`config.mk`:
```
export PLATFORM = sky130hd
export DESIGN_NAME = tl_rx_vc_router
export DESIGN_NICKNAME = d
export VERILOG_FILES = /design/src/rtl/tl_rx_pkg.sv /design/src/rtl/tl_rx_vc_buf.sv /design/src/rtl/tl_rx_vc_router.sv
export SDC_FILE = /design/constraint.sdc
export NUM_CORES = 1
export LEC_CHECK = 0
export ABC_AREA = 0
export CAP_MARGIN = 40
export CORE_ASPECT_RATIO = 0.9
export CORE_UTILIZATION = 45
export CTS_BUF_LIST = sky130_fd_sc_hd__clkbuf_4
export DETAILED_ROUTE_END_ITERATION = 10
export PLACE_DENSITY_LB_ADDON = 0.05
export SETUP_SLACK_MARGIN = 0.4
export SKIP_LAST_GASP = 1
export SYNTH_ARGS = -nofsm -noshare
export SYNTH_HDL_FRONTEND = slang
export SYNTH_SLANG_ARGS = --single-unit
```
`constraint.sdc`:
```
create_clock -name clk -period 5.34 [get_ports clk]
set_clock_uncertainty 0.1 [all_clocks]
set_input_delay 1.335 -clock clk [delete_from_list [all_inputs] [get_ports clk]]
set_output_delay 1.335 -clock clk [all_outputs]
set_load 0.02 [all_outputs]
```
`src/rtl/tl_rx_pkg.sv`:
```
// Shared definitions for the TL RX path: TC field geometry and the VC index type.
package tl_rx_pkg;
   localparam int unsigned TC_W       = 3;
   localparam int unsigned TC_NUM     = 8;
   localparam int unsigned TC_LSB_DEF = 20;
   localparam int unsigned N_VC_DEF   = 2;
   localparam int unsigned VC_IDX_W   = $clog2(N_VC_DEF) + 1;

   typedef logic [VC_IDX_W-1:0] vc_idx;
endpackage

```
`src/rtl/tl_rx_vc_buf.sv`:
```
// Per-VC synchronous FIFO: push side exposes full/count, pop side a valid/ready head.
module tl_rx_vc_buf #(
   parameter int unsigned DATA_SIZE = 32,
   parameter int unsigned BUF_DEPTH = 2
) (
   input  logic                           clk,
   input  logic                           rst_n,
   input  logic                           push_i,
   input  logic [DATA_SIZE-1:0]           push_data_i,
   output logic                           full_o,
   output logic [$clog2(BUF_DEPTH):0]     count_o,
   output logic                           valid_o,
   input  logic                           ready_i,
   output logic [DATA_SIZE-1:0]           data_o
);
   localparam int unsigned PTR_W  = $clog2(BUF_DEPTH);
   localparam int unsigned BCNT_W = PTR_W + 1;

   logic [DATA_SIZE-1:0] mem [BUF_DEPTH];
   logic [PTR_W-1:0]     wr_ptr;
   logic [PTR_W-1:0]     rd_ptr;
   logic [BCNT_W-1:0]    count;
   logic                 wr;
   logic                 pop;

   always_comb begin
      full_o  = (count == BCNT_W'(BUF_DEPTH));
      valid_o = (count != '0);
      count_o = count;
      wr      = push_i && !full_o;
      pop     = valid_o && ready_i;
      // Gate the head so an empty buffer always presents zero, including after reset.
      data_o  = valid_o ? mem[rd_ptr] : '0;
   end

   always_ff @(posedge clk) begin
      if (wr) begin
         mem[wr_ptr] <= push_data_i;
      end
   end

   always_ff @(posedge clk) begin
      if (!rst_n) begin
         wr_ptr <= '0;
         rd_ptr <= '0;
         count  <= '0;
      end else begin
         if (wr) begin
            wr_ptr <= wr_ptr + 1'b1;
         end
         if (pop) begin
            rd_ptr <= rd_ptr + 1'b1;
         end
         case ({wr, pop})
            2'b10:   count <= count + 1'b1;
            2'b01:   count <= count - 1'b1;
            default: count <= count;
         endcase
      end
   end
endmodule

```
`src/rtl/tl_rx_vc_router.sv`:
```
// TL RX single-stream to multi-VC demultiplexer: TC -> VC mapping, per-VC buffering,
// and a saturating counter of words discarded for disabled or out-of-range VCs.
module tl_rx_vc_router
   import tl_rx_pkg::*;
#(
   parameter int unsigned N_VC      = 2,
   parameter int unsigned DATA_SIZE = 32,
   parameter int unsigned TC_LSB    = TC_LSB_DEF,
   parameter int unsigned BUF_DEPTH = 2,
   parameter int unsigned CNT_W     = 16
) (
   input  logic                     clk,
   input  logic                     rst_n,
   input  logic [$clog2(N_VC):0]    tc_vc_map_i [TC_NUM],
   input  logic [N_VC-1:0]          vc_en_i,
   input  logic                     src_valid_i,
   output logic                     src_ready_o,
   input  logic [DATA_SIZE-1:0]     src_data_i,
   output logic                     dst_valid_o [N_VC],
   input  logic                     dst_ready_i [N_VC],
   output logic [DATA_SIZE-1:0]     dst_data_o  [N_VC],
   output logic                     drop_pulse_o,
   output logic [CNT_W-1:0]         drop_cnt_o
);
   localparam int unsigned SEL_W  = $clog2(N_VC);
   localparam int unsigned MAP_W  = SEL_W + 1;
   localparam int unsigned BCNT_W = $clog2(BUF_DEPTH) + 1;

   logic [TC_W-1:0]   tc;
   logic [MAP_W-1:0]  v;
   logic [SEL_W-1:0]  v_sel;
   logic              tgt_dis;
   logic              drop;
   logic [N_VC-1:0]   push;
   logic [N_VC-1:0]   full;
   logic [BCNT_W-1:0] count [N_VC];

   always_comb begin
      tc      = src_data_i[TC_LSB +: TC_W];
      v       = tc_vc_map_i[tc];
      v_sel   = v[SEL_W-1:0];
      tgt_dis = 1'b1;
      if (v < MAP_W'(N_VC)) begin
         tgt_dis = !vc_en_i[v_sel];
      end
   end

   // Ready uses only the registered count so dst_ready_i never reaches src_ready_o.
   always_comb begin
      src_ready_o = tgt_dis || (count[v_sel] < BCNT_W'(BUF_DEPTH));
      drop        = src_valid_i && tgt_dis;
   end

   for (genvar i = 0; i < N_VC; i++) begin : g_vc
      always_comb begin
         push[i] = src_valid_i && !tgt_dis && (v_sel == SEL_W'(i)) && !full[i];
      end

      tl_rx_vc_buf #(
         .DATA_SIZE (DATA_SIZE),
         .BUF_DEPTH (BUF_DEPTH)
      ) u_buf (
         .clk         (clk),
         .rst_n       (rst_n),
         .push_i      (push[i]),
         .push_data_i (src_data_i),
         .full_o      (full[i]),
         .count_o     (count[i]),
         .valid_o     (dst_valid_o[i]),
         .ready_i     (dst_ready_i[i]),
         .data_o      (dst_data_o[i])
      );
   end

   always_ff @(posedge clk) begin
      if (!rst_n) begin
         drop_pulse_o <= 1'b0;
         drop_cnt_o   <= '0;
      end else begin
         drop_pulse_o <= drop;
         if (drop && (drop_cnt_o != '1)) begin
            drop_cnt_o <= drop_cnt_o + 1'b1;
         end
      end
   end
endmodule

```
==> impl_metrics.py, run 1 <==
metrics = {
    "cells_and_area": {
        "layout_commonest_cell": "clkdlybuf4s50_1",
        "final_util": 0.611,
        "multiInputGateArea_mm2": 0.00173,
        "final-seq-area_mm2": 0.00439,
        "layout-drive-gt1-share": 0.0940,
        "area_delta_synth_final_pct": 31.8,
        "fill_cells": 1104,
        "final_nets": 642,
        "antenna_cells": 0,
        "stdcell_area_mm2": 0.00819,
        "final_cell_mix": "clkdlybuf4s50_1, edfxtp_1, nor2_1",
        "layout.cells.non_filler": 764,
    },
    "detailed_routing": {
        "vias": 3884,
        "drcViolationCount": 0,
        "post_drt_wl_per_cell_um": 17.1,
        "ant_nets": 0,
        "first_iter_violations": 218,
        "firstDrtPassIters": 4,
        "routed_wl_mm": 13.1,
        "vias_per_cell": 5.08,
    },
    "sta": {
        "finalSetupViolations": 0,
        "hold_ws_ns": 0.429,
        "slew_violations": 0,
        "fin_setup_tns_ns": 0,
        "worstMarginPinSlew_ns": 0.706,
        "hold_viol_final": 0,
        "rsz0062_at_grt": "no",
        "fmax_mhz": 211,
        "fin_crit_ns": 4.73,
        "relSlewSlack": 0.529,
        "finalCritPeriodShare": 0.885,
        "worst_slack_ns": 0.612,
    },
    "clocking": {
        "path_clk_slew_ns": 0.11,
        "cts_buffers": 17,
        "cts_resized": 1,
        "postCtsSetupBuffers": 0,
        "cts_hold_buffers": 0,
        "clk_latency_ns": 0.53,
        "cts_tree": "done",
        "h-tree-depth": 4,
        "cts_buffer_depth": 2,
        "numClockSinks": 155,
        "root_buffer": "clkbuf_4",
    },
    "global_routing": {
        "overflow": 0,
        "grt_max_degree": 33,
        "grt_pass1_wl_mm": 20.6,
        "grt_pass1_vias": 3965,
        "grt_use_total": 0.194,
        "antenna_found_initial": 0,
    },
    "worst_setup_path": {
        "cp-end-kind": "output pin",
        "arrival_ns": 3.29,
        "startpoint": "src_data_i[20]",
        "crit_end": "src_ready_o",
        "critPathLaunchType": "input port",
        "crit_path_top_delay_cell": "mux4_1",
        "worstSetupPathType": "in2out",
        "cp_top_family": "buffers and inverters",
        "cp.required_ns": 3.90,
        "timing.reg2reg.setup_slack_ns": 2.99,
        "cp_num_buf_inv": 2,
        "reg2reg_from": "g_vc[0].u_buf.count_o[0]",
        "ff2ff_path_depth": 5,
        "r2r-end": "g_vc[0].u_buf.mem[1][0]",
        "cp_cell_sequence": "clkdlybuf4s50_1 > mux4_1 > mux2i_4 > and3_1 > o21ai_0 > dlygate4sd2_1",
        "crit_cells": 6,
        "path_max_fanout": 5,
        "cpPeakStageDelay_ns": 0.61,
    },
    "outcome": {
        "status": "complete, no violations",
    },
    "synth": {
        "yosys.area.top_type": "edfxtp_1",
        "synth_area_leaders": "edfxtp_1, mux2i_1, dfxtp_1",
        "netlist.area_leader.share": 0.618,
        "synth_warnings": 0,
        "syn-mean-instance-area_um2": 14.2,
        "synthesis.area_mm2": 0.00622,
        "synth_cell_types": 38,
        "synth_edf_count": 128,
        "ys_ff_latch": 155,
        "synth_nets": 495,
        "postSynth.asyncResetShare": 0,
        "synth_ff_type": "edfxtp_1",
        "synth_cells": 437,
        "ys_seq_area_frac": 0.705,
    },
    "power_and_ir_drop": {
        "ir_drop_uv": 181,
        "finalPower_mw": 2.53,
        "p_leak_nw": 2.61,
        "power_density_mw_per_mm2": 309,
    },
    "placement": {
        "pre_cts_ws_ns": 0.341,
        "placedCellCount": 733,
        "routabilityCongestion": 0.757,
        "place_area_mm2": 0.00793,
        "portBuffers": 138,
        "hpwl_mm": 8.59,
    },
    "hold_path": {
        "min_from": "drop_cnt_o[6]",
        "hold_path_class": "reg2reg",
    },
    "run": {
        "cap_violations": 0,
    },
    "floorplan": {
        "die_h_um": 114,
        "rows": 40,
        "coreArea_mm2": 0.0134,
        "dieArea_mm2": 0.0143,
        "die_width_um": 126,
        "io_pins": 139,
        "start_util": 0.463,
    },
}
==> cell usage after synthesis, types with 2 or more instances <==
master	count
a21oi_1	14
and2_1	6
and3_1	2
and4_1	2
buf_1	6
buf_4	2
buf_6	2
clkbuf_1	12
dfxtp_1	27
edfxtp_1	128
ha_1	3
inv_1	10
mux2i_1	66
mux4_2	3
nand2_1	8
nand3_1	8
nand4_1	3
nor2_1	79
nor4_1	2
o21ai_0	14
o21ai_1	3
or3_1	13
or4_1	2
xnor2_1	4
xor2_1	5
==> flip-flops by register name (all words and copies together), names as in the netlist, named ones only <==
name	flops
g_vc.u_buf.count_o	4
g_vc.u_buf.wr_ptr	2
drop_cnt_o	16
g_vc.u_buf.rd_ptr	2
g_vc.u_buf.mem	128
drop_pulse_o	1
==> report_power, final <==
group / total (mW) / switching (mW) / internal, mW
registers: 1.36 / 0.0278 / 1.34
logic: 0.498 / 0.259 / 0.239
clock network: 0.670 / 0.395 / 0.275
==> worst min-delay path by stage <==
| stage | to | cells past startpoint | slack (ns) |
|---|---|---|---|
| after floorplan | g_vc[0].u_buf.count_o[1] | 2 | 0.38 |
| after global placement | drop_cnt_o[6] | 2 | 0.38 |
| after detailed placement | drop_cnt_o[6] | 2 | 0.40 |
| after CTS | drop_cnt_o[6] | 2 | 0.42 |
| after global routing | drop_cnt_o[6] | 2 | 0.44 |
| final | drop_cnt_o[6] | 2 | 0.43 |
==> worst reg2reg max path, stage by stage, from the launching register on <==
cell	delay, ns
dfxtp_1	0.46
inv_1	0.06
a21boi_0	0.17
nand4_1	0.35
nor2_4	0.60
buf_4	0.31
==> cell type report <==
cell class                 instances  area share
multi-input combinational        249       0.211
inverter                          10     0.00458
timing repair buffer             151       0.191
sequential                       155       0.535
tap                              168      0.0257
clock buffer                      18      0.0165
clock inverter                    13      0.0156
==> layer usage <==
| metal | routed length [um] | track usage | share of wire | vias to the layer above |
|---|---|---|---|---|
| met5 | 0 | 0 | 0 | - |
| li1 | - | - | - | 1892 |
| met4 | 114 | 0.0699 | 0.0087 | 0 |
| met3 | 621 | 0.0614 | 0.047 | 10 |
| met1 | 6030 | 0.254 | 0.46 | 1872 |
| met2 | 6320 | 0.307 | 0.48 | 110 |
==> cells by family (layout without fill, tap and decap cells) <==
family | count (synthesis) | in the layout | synth area share
xor gates and xnor gates | 9 | 9 | 0.0127
DFF | 155 | 155 | 0.705
AOI/OAI and AO/OA | 38 | 38 | 0.0340
muxes | 71 | 71 | 0.125
adders and majority gates | 3 | 3 | 0.00604
and+or+nand+nor | 128 | 128 | 0.0932
buffers and inverters | 33 | 192 | 0.0238
No activity file was read; power rests on OpenSTA's default activity.
==> run 2: changes to the inputs <==
PLACE_DENSITY = 0.73   (was default)
PLACE_DENSITY_LB_ADDON = default   (was 0.05)
SLEW_MARGIN = 20   (was default)
==> run 2 against run 1 <==
Against the previous run:
- count of clock-buffer cells in the layout unchanged
- utilization decreased by 0.27 points
- register-to-register slack hardly changed
- via count rose by 2.9%
- flip-flop and latch count unchanged
- worst hold slack lost 0.0015 ns
- highest routed layer unchanged
- clock power fell by 5.2%
- design area down 0.44%
==> impl_metrics.py, run 2 (same netlist as run 1, synthesis figures left out) <==
metrics = {
    "global_routing": {
        "grt_max_degree": 31,
        "grt_use_total": 0.194,
        "grt_pass1_wl_mm": 20.6,
        "grt_pass1_vias": 4055,
        "antenna_found_initial": 0,
        "overflow": 0,
    },
    "worst_setup_path": {
        "timing.reg2reg.setup_slack_ns": 3.00,
        "cp_cell_sequence": "clkdlybuf4s50_1 > mux4_1 > mux2i_4 > nor2_1 > o21ai_0 > clkdlybuf4s50_1",
        "crit_cells": 6,
        "cp-end-kind": "output pin",
        "cp_num_buf_inv": 2,
        "critPathLaunchType": "input port",
        "cpPeakStageDelay_ns": 0.62,
        "cp.required_ns": 3.90,
        "crit_path_frequent_cell": "clkdlybuf4s50_1",
        "path_max_fanout": 5,
        "ff2ff_path_depth": 7,
        "reg2reg_from": "g_vc[0].u_buf.count_o[1]",
        "arrival_ns": 3.37,
        "r2r-end": "g_vc[0].u_buf.count_o[1]",
        "crit_path_top_delay_cell": "clkdlybuf4s50_1",
        "worstSetupPathType": "in2out",
        "cp_top_family": "buffers and inverters",
    },
    "detailed_routing": {
        "vias_per_cell": 5.24,
        "drcViolationCount": 0,
        "firstDrtPassIters": 4,
        "ant_nets": 0,
        "routed_wl_mm": 13.1,
        "vias": 3998,
        "post_drt_wl_per_cell_um": 17.1,
        "first_iter_violations": 201,
    },
    "hold_path": {
        "min_to": "drop_cnt_o[6]",
        "whs_path_depth": 2,
        "hold_path_class": "reg2reg",
        "min_from": "drop_cnt_o[6]",
    },
    "sta": {
        "finalCritPeriodShare": 0.899,
        "relSlewSlack": 0.558,
        "hold_viol_final": 0,
        "fin_setup_tns_ns": 0,
        "fin_crit_ns": 4.80,
        "fmax_mhz": 208,
        "worst_slack_ns": 0.539,
        "worstMarginPinSlew_ns": 0.663,
        "slew_violations": 0,
        "finalSetupViolations": 0,
        "rsz0062_at_grt": "no",
    },
    "floorplan": {
        "io_pins": 139,
        "die_h_um": 114,
        "start_util": 0.463,
        "dieArea_mm2": 0.0143,
        "rows": 40,
        "die_width_um": 126,
        "coreArea_mm2": 0.0134,
    },
    "power_and_ir_drop": {
        "ir_drop_uv": 164,
        "finalPower_mw": 2.50,
        "p_leak_nw": 2.61,
        "power_density_mw_per_mm2": 306,
    },
    "clocking": {
        "cts_buffer_depth": 2,
        "clk_latency_ns": 0.53,
        "cts_hold_buffers": 0,
        "postCtsSetupBuffers": 0,
        "root_buffer": "clkbuf_4",
        "path_clk_slew_ns": 0.12,
        "cts_tree": "done",
        "h-tree-depth": 4,
        "cts_buffers": 17,
        "numClockSinks": 155,
    },
    "placement": {
        "routabilityCongestion": 0.777,
        "portBuffers": 138,
        "pre_cts_ws_ns": 0.158,
        "hpwl_mm": 8.73,
    },
    "cells_and_area": {
        "antenna_cells": 0,
        "final_cell_mix": "clkdlybuf4s50_1, edfxtp_1, nor2_1",
        "layout_commonest_cell": "clkdlybuf4s50_1",
        "area_delta_synth_final_pct": 31.2,
        "largest_reg_flops": 128,
        "largest-register": "g_vc.u_buf.mem",
        "final_nets": 641,
        "layout-drive-gt1-share": 0.0840,
    },
    "run": {
        "cap_violations": 0,
    },
    "outcome": {
        "status": "complete, no violations",
    },
}
==> run 2: cell count changes in the layout (fill, tap and decap cells not counted), moves of 2 or more <==
cell        previous run  this run
clkinv_1               1         7
clkinvlp_4             4         1
clkinv_2               5         3
buf_12                 5         3
==> run 2: repair_timing <==
action                                  in CTS  in global routing
gates resized for setup                      1                  3
endpoints found under the setup margin       1                  1
pin swaps                                    0                  0
==> run 2: per-layer routing <==
metal	vias up	share of wire	track usage	routed length [um]
met1	1968	0.46	0.250	5980
met5	-	0	0	0
met2	115	0.48	0.318	6270
li1	1899	-	-	-
met3	16	0.050	0.0507	648
met4	0	0.013	0.0691	175
==> run 2: power breakdown <==
group          total [mW]  leakage [nW]  internal (mW)  switching (mW)
logic               0.497          1.10          0.238           0.259
registers            1.37          1.38           1.34          0.0307
clock network       0.635         0.134          0.267           0.368
total                2.50          2.61           1.84           0.657
==> run 2: metrics by stage <==
step	instances	hold slack, ns	util	cell area [um2]
after floorplan	437	0.377	-	6220
after global placement	727	0.379	0.582	7810
after CTS	763	0.432	0.608	8160
after global routing	763	0.446	0.608	8160
final	763	0.428	0.608	8160
after detailed placement	732	0.407	0.590	7920
==> run 2: cell type report <==
type	count	area (um2)
Clock buffer	18	135
Clock inverter	13	109
Fill cell	1041	5260
Inverter	10	37.5
Multi-Input combinational cell	249	1730
Sequential cell	155	4390
Tap cell	168	210
Timing Repair Buffer	150	1550
==> run 2: worst max-delay path by stage <==
stage / startpoint / end / slack [ns]
floorplan: src_data_i[20] / g_vc[1].u_buf.mem[0][0] / 0.72
global placement: src_data_i[20] / src_ready_o / 0.21
detailed placement: src_data_i[20] / src_ready_o / 0.16
CTS: src_data_i[20] / src_ready_o / 0.43
global route: tc_vc_map_i[2] / src_ready_o / 0.44
finish: tc_vc_map_i[2] / src_ready_o / 0.54
==> run 2: worst register-to-register path, stage by stage, from the launching register on <==
cell,delay (ns)
dfxtp_1,0.38
nor2_4,0.44
buf_16,0.22
inv_1,0.07
and2_1,0.20
ha_1,0.36
or3_1,0.37
a21oi_1,0.14
